File: src/rtl/ps2_host_tx.sv
// PS/2 host-to-device transmitter: request-to-send, clocked data shift and device
// acknowledge check, with open-drain enables for the clock and data lines.
module ps2_host_tx #(
  parameter int INHIBIT_CYC = 9600,
  parameter int TIMEOUT_CYC = 1440000,
  parameter int FILTER      = 8
) (
  input  logic       clk_sys,
  input  logic       reset,
  input  logic [7:0] tx_data,
  input  logic       tx_start,
  output logic       busy,
  output logic       done,
  output logic       err,
  output logic       rx_inhibit,
  input  logic       ps2_clk_in,
  input  logic       ps2_dat_in,
  output logic       ps2_clk_oe,
  output logic       ps2_dat_oe
);

  localparam int CYC_MAX = (INHIBIT_CYC > 16) ? INHIBIT_CYC : 16;
  localparam int CW      = $clog2(CYC_MAX + 1);
  localparam int TW      = $clog2(TIMEOUT_CYC + 1);
  localparam int FW      = $clog2(FILTER + 1);

  typedef enum logic [2:0] {IDLE, INHIBIT, REQ, SEND, ACK, WAIT_IDLE} state_t;

  state_t        state, state_next;
  logic          clk_s1, clk_s2, dat_s1, dat_s2;
  logic          clk_filt, clk_filt_d;
  logic [FW-1:0] filt_cnt;
  logic          fall;
  logic [9:0]    shreg;
  logic [3:0]    bitcnt;
  logic [CW-1:0] cyc_cnt;
  logic [TW-1:0] tmo_cnt;
  logic          dat_bit, err_flag, busy_q, err_q;
  logic          accept, cyc_clr, start_send, shift, ack_sample, finish, timeout_hit;

  // Idle line is high, so synchronisers and filter come out of reset at 1.
  always_ff @(posedge clk_sys) begin
    if (reset) begin
      clk_s1     <= 1'b1;
      clk_s2     <= 1'b1;
      dat_s1     <= 1'b1;
      dat_s2     <= 1'b1;
      clk_filt   <= 1'b1;
      clk_filt_d <= 1'b1;
      filt_cnt   <= '0;
    end else begin
      clk_s1     <= ps2_clk_in;
      clk_s2     <= clk_s1;
      dat_s1     <= ps2_dat_in;
      dat_s2     <= dat_s1;
      clk_filt_d <= clk_filt;
      if (clk_s2 == clk_filt) begin
        filt_cnt <= '0;
      end else if (filt_cnt == FW'(FILTER - 1)) begin
        clk_filt <= clk_s2;
        filt_cnt <= '0;
      end else begin
        filt_cnt <= filt_cnt + 1'b1;
      end
    end
  end

  assign fall = clk_filt_d & ~clk_filt;

  assign timeout_hit = ((state == SEND) || (state == ACK) || (state == WAIT_IDLE)) &&
                       (tmo_cnt == TW'(TIMEOUT_CYC));

  always_comb begin
    state_next = state;
    accept     = 1'b0;
    cyc_clr    = 1'b0;
    start_send = 1'b0;
    shift      = 1'b0;
    ack_sample = 1'b0;
    finish     = 1'b0;
    case (state)
      IDLE: begin
        if (tx_start) begin
          accept     = 1'b1;
          state_next = INHIBIT;
        end
      end
      INHIBIT: begin
        if (cyc_cnt == CW'(INHIBIT_CYC - 1)) begin
          cyc_clr    = 1'b1;
          state_next = REQ;
        end
      end
      REQ: begin
        if (cyc_cnt == CW'(15)) begin
          start_send = 1'b1;
          state_next = SEND;
        end
      end
      SEND: begin
        if (fall) begin
          shift = 1'b1;
          if (bitcnt == 4'd9) state_next = ACK;
        end
      end
      ACK: begin
        if (fall) begin
          ack_sample = 1'b1;
          state_next = WAIT_IDLE;
        end
      end
      WAIT_IDLE: begin
        if (clk_filt && dat_s2) begin
          finish     = 1'b1;
          state_next = IDLE;
        end
      end
      default: state_next = IDLE;
    endcase
    // An expired transfer abandons whatever the bit engine was doing this cycle.
    if (timeout_hit) begin
      shift      = 1'b0;
      ack_sample = 1'b0;
      finish     = 1'b1;
      state_next = IDLE;
    end
  end

  always_ff @(posedge clk_sys) begin
    if (reset) begin
      state    <= IDLE;
      shreg    <= '0;
      bitcnt   <= '0;
      cyc_cnt  <= '0;
      tmo_cnt  <= '0;
      dat_bit  <= 1'b0;
      err_flag <= 1'b0;
      busy_q   <= 1'b0;
      err_q    <= 1'b0;
    end else begin
      state <= state_next;

      if (accept || cyc_clr) begin
        cyc_cnt <= '0;
      end else if (((state == INHIBIT) || (state == REQ)) && (cyc_cnt != CW'(CYC_MAX))) begin
        cyc_cnt <= cyc_cnt + 1'b1;
      end

      if (start_send) begin
        tmo_cnt <= '0;
      end else if (((state == SEND) || (state == ACK) || (state == WAIT_IDLE)) &&
                   (tmo_cnt != TW'(TIMEOUT_CYC))) begin
        tmo_cnt <= tmo_cnt + 1'b1;
      end

      // Frame is stop, odd parity, data; shifted out LSB first.
      if (accept) begin
        shreg <= {1'b1, ~^tx_data, tx_data};
      end else if (shift) begin
        shreg <= {1'b0, shreg[9:1]};
      end

      if (start_send) begin
        bitcnt  <= '0;
        dat_bit <= 1'b1;
      end else if (shift) begin
        bitcnt  <= bitcnt + 1'b1;
        dat_bit <= ~shreg[0];
      end

      if (accept) begin
        err_flag <= 1'b0;
      end else if (ack_sample) begin
        err_flag <= dat_s2;
      end

      if (accept) begin
        busy_q <= 1'b1;
        err_q  <= 1'b0;
      end else if (finish) begin
        busy_q <= 1'b0;
        err_q  <= err;
      end
    end
  end

  assign busy       = busy_q;
  assign rx_inhibit = busy_q;
  assign done       = finish;
  assign err        = finish ? (timeout_hit | err_flag) : err_q;
  assign ps2_clk_oe = (state == INHIBIT) || (state == REQ);
  assign ps2_dat_oe = ~timeout_hit && ((state == REQ) || ((state == SEND) && dat_bit));

endmodule

File: config.mk
export PLATFORM = sky130hd
export DESIGN_NAME = ps2_host_tx
export DESIGN_NICKNAME = d
export VERILOG_FILES = /design/src/rtl/ps2_host_tx.sv
export SDC_FILE = /design/constraint.sdc
export NUM_CORES = 1
export LEC_CHECK = 0
export BUFFER_PORTS_ARGS = -buffer_cell sky130_fd_sc_hd__buf_2
export CORE_MARGIN = 5
export CORE_UTILIZATION = 50
export DETAILED_ROUTE_END_ITERATION = 12
export PLACE_DENSITY = 0.67
export SETUP_SLACK_MARGIN = 0.02
export SYNTH_ARGS = -nofsm -noshare
export SYNTH_HDL_FRONTEND = slang
export SYNTH_SLANG_ARGS = --single-unit
File: constraint.sdc
create_clock -name clk_sys -period 4 [get_ports clk_sys]
set_input_delay 0.2 -clock clk_sys [delete_from_list [all_inputs] [get_ports clk_sys]]
set_output_delay 0.2 -clock clk_sys [all_outputs]
set_load 0.03 [all_outputs]
==> results.ini <==
[run_status]
outcome = finished, final reports clean

[detailed_routing]
route.vias.total = 2538
wl_met1_um = 3050
viasPerCell = 5.51
drt_first_pass_iters = 4
postRouteWirelength_um = 6140
antenna_left = 0
met3_wirelength_um = 224
route.detailed.wl_per_inst_um = 13.3
route.top_layer_used = met4
met2_wire_len_um = 2800
detail_route.drc_violations = 0
detail_route.iter0.violations = 126

[power_and_ir_drop]
ir_drop_uv = 235
leakagePower_uw = 0.00132
power_density_over_the_cells_nw_per_um2 = 352

[worst_setup_path]
worstReg2RegEnd = shreg[6]
r2r_start = tmo_cnt[3]
startpoint_type = flip-flop
cpMaxStageDelayCell = o21ai_2
crit_buf_inv = 0
crit_required_ns = 4.23
critPathCaptureType = flip-flop
setup.reg_to_reg.worst_slack_ns = 1.74
crit_chain = nor4b_1 > nand4_1 > o21ai_2 > nand2_2 > o221a_2
crit_path_max_incr_delay_ns = 0.71
worst-endpoint-arrival_ns = 2.49
timing.setup.critical_path_class = reg -> reg
crit_path_max_fanout = 21
rr_worst_depth = 5
cpLargestDelayFamily = compound AO/OA/AOI/OAI gates

[sta]
setup_violations = 0
final_hold_viol_count = 0
tightestPinTransition_ns = 0.894
timing.setup.tns_ns = 0
shortest_period_the_worst_path_allows_ns = 2.26
slew_headroom_pct = 40.0
rsz0062_at_grt = no
achievable-frequency_mhz = 442
worst_case_clock_skew_ns = 0.00656
drv_slew = 0
fin_crit_sh_pct = 56.5

[worst_hold_path]
startpoint_of_the_worst_hold_path = ps2_dat_in
hold_path.class = in -> reg
min_delay_worst_endpoint = dat_s1
timing.hold.worst_path_depth = 2

[synthesis]
synth_warnings = 0
avgSynthCellArea_um2 = 8.92
ys.flop_type = dfxtp_1
syn_nets = 385
synth-async-reset-ratio_pct = 0
post_synth_instance_area_um2 = 3260
yosys.cell_types.count = 60
synth-edff-count = 0
number_of_instances_in_the_synthesized_netlist = 365
yosysSeqAreaShare_pct = 40.6
flip_flop_and_latch_count_after_synthesis = 66

[clock_network]
cts_hold_buf = 0
clk_pin_slew_worst_paths_ns = 0.07
cts-buffers-inserted = 9
post_cts_resized = 0
cts_max_path_buffers = 2
clock_tree_from_tritoncts = built
clock_sinks = 66
clk_root_buffer_cell = clkbuf_8
insertion_delay_of_the_later_clocked_pin_in_the_worst_skew_pair_ns = 0.33
postCtsSetupBuffers = 0
clock_tree.htree_level_count = 3

[layout]
fillCellCount = 587
n_antenna_cell = 0
areaGrowthSynthToFinish_pct = 7.69
layout-drive-gt1-share_pct = 14.6
layout.core_utilization_pct = 55.2
num-nets-final = 401

[job]
drv.max_cap_violation_count = 0

[grt]
grt_first_pass_wirelength_um = 11000
grt_usage_pct = 16.0
grt_pass1_vias = 2434
globalRoute.totalOverflow = 0
grt_max_degree = 27
grt_antenna_before_repair = 0

[floorplanning]
floorplan.die.width_um = 90.7
fp-row-count = 29
total_core_area_um2 = 6350
die_h_um = 90.7
die_area_um2 = 8220
initial_utilization_pct = 51.3
top_level_ports = 19

[placed_design]
place.gp.congestion = 0.800
place.port_buffers = 18
dp.final_hpwl_um = 4390

## per-stage QoR
stage | cell area (um2) | hold WS (ns) | power [uW] | setup slack, ns | instances
finish | 3510 | 0.0476 | 1230 | 1.74 | 461
global route | 3510 | 0.0441 | 1290 | 1.53 | 461
CTS | 3510 | 0.0309 | 1250 | 1.74 | 461
detailed placement | 3350 | 0.388 | 789 | 1.77 | 447
global placement | 3350 | 0.382 | 787 | 1.82 | 447
floorplan | 3260 | 0.304 | 768 | 2.24 | 365
## cells in the mapped netlist (all sizes together) (7+ instances only)
cell | instances | area, um2
dfxtp | 66 | 1320
nor2 | 59 | 224
nand2 | 21 | 83.8
xnor2 | 20 | 175
xor2 | 17 | 149
nand3 | 16 | 80.1
inv | 13 | 48.8
a21oi | 12 | 60.1
nand4 | 12 | 81.3
o21ai | 12 | 63.8
buf | 9 | 73.8
ha | 7 | 87.6
o221a | 7 | 78.8
or2 | 7 | 43.8
or3 | 7 | 43.8
## cells by family (layout without fill, tap and decap cells)
| kind of cell | after synthesis | in the layout | share of synthesized area, % |
|---|---|---|---|
| AO/OA/AOI/OAI | 54 | 54 | 12.6 |
| XOR/XNOR | 37 | 37 | 9.95 |
| adder cells (fa/ha/maj) | 7 | 7 | 2.69 |
| buffers and inverters | 26 | 45 | 4.23 |
| flip-flops | 66 | 66 | 40.6 |
| multiplexers | 6 | 6 | 1.84 |
| AND/OR/NAND/NOR | 169 | 169 | 28.1 |
## state kept, by name, summed over array words and instances (netlist names), 3 cells and up
name,count
tmo_cnt,21
cyc_cnt,14
state,3
shreg,10
filt_cnt,4
bitcnt,4
## how the worst max path moves through the flow
stage                     from          to  slack (ns)  cells past startpoint
finish              tmo_cnt[3]    shreg[6]        1.74                      5
global route        tmo_cnt[3]    shreg[6]        1.53                      5
CTS                 tmo_cnt[3]    shreg[6]        1.74                      5
detailed placement  tmo_cnt[2]    shreg[6]        1.77                      5
global placement    tmo_cnt[5]    shreg[5]        1.82                      5
floorplan             state[0]  cyc_cnt[1]        2.24                      6
## metal layers
metal  vias up  global-route usage (%)
met5         -                       0
met1      1184                    20.6
met3         8                    3.25
met4         0                    7.20
met2        38                    25.5
li1       1308                       -
## placed cells by master (no fill, tap or decap), types with 2 or more instances in the layout
cell type  instances
dfxtp_1           66
nor2_1            58
xnor2_1           20
nand2_1           19
buf_2             18
xor2_1            17
nand3_1           16
inv_1             13
a21oi_1           12
nand4_1           11
o21ai_0           10
clkbuf_8          10
or3_1              7
o221a_2            7
ha_1               7
nor2b_1            6
mux2i_1            6
nor3_1             6
and2_1             5
or2_2              5
and3_1             4
nand2b_1           4
clkbuf_1           4
and4_1             3
nor4_1             3
nor3b_1            3
a21o_1             3
nor4_2             3
o211ai_1           3
or4_1              3
nand2_2            2
a31oi_1            2
a31o_2             2
## area by class of cell
type / instances / area [um2] / share of cell area, %
clock buffers: 14 / 153 / 4.35
inverters: 13 / 48.8 / 1.39
multi-input cells: 273 / 1800 / 51.2
flip-flops and latches: 66 / 1320 / 37.7
well taps: 77 / 96.3 / 2.75
repair buffers: 18 / 90.1 / 2.57
## power by group
group / internal (uW) / switching [uW] / total [uW]
combinational: 38.7 / 50.7 / 89.4
sequential: 673 / 11.6 / 685
clock: 236 / 224 / 461
## worst register-to-register path, delay by kind of cell (launching register included)
kind             cells  cell delay (ns)
AO/OA/AOI/OAI        2             1.02
AND/OR/NAND/NOR      3             0.74
flip-flops           1             0.38
Power figures use the tool's default switching activity.
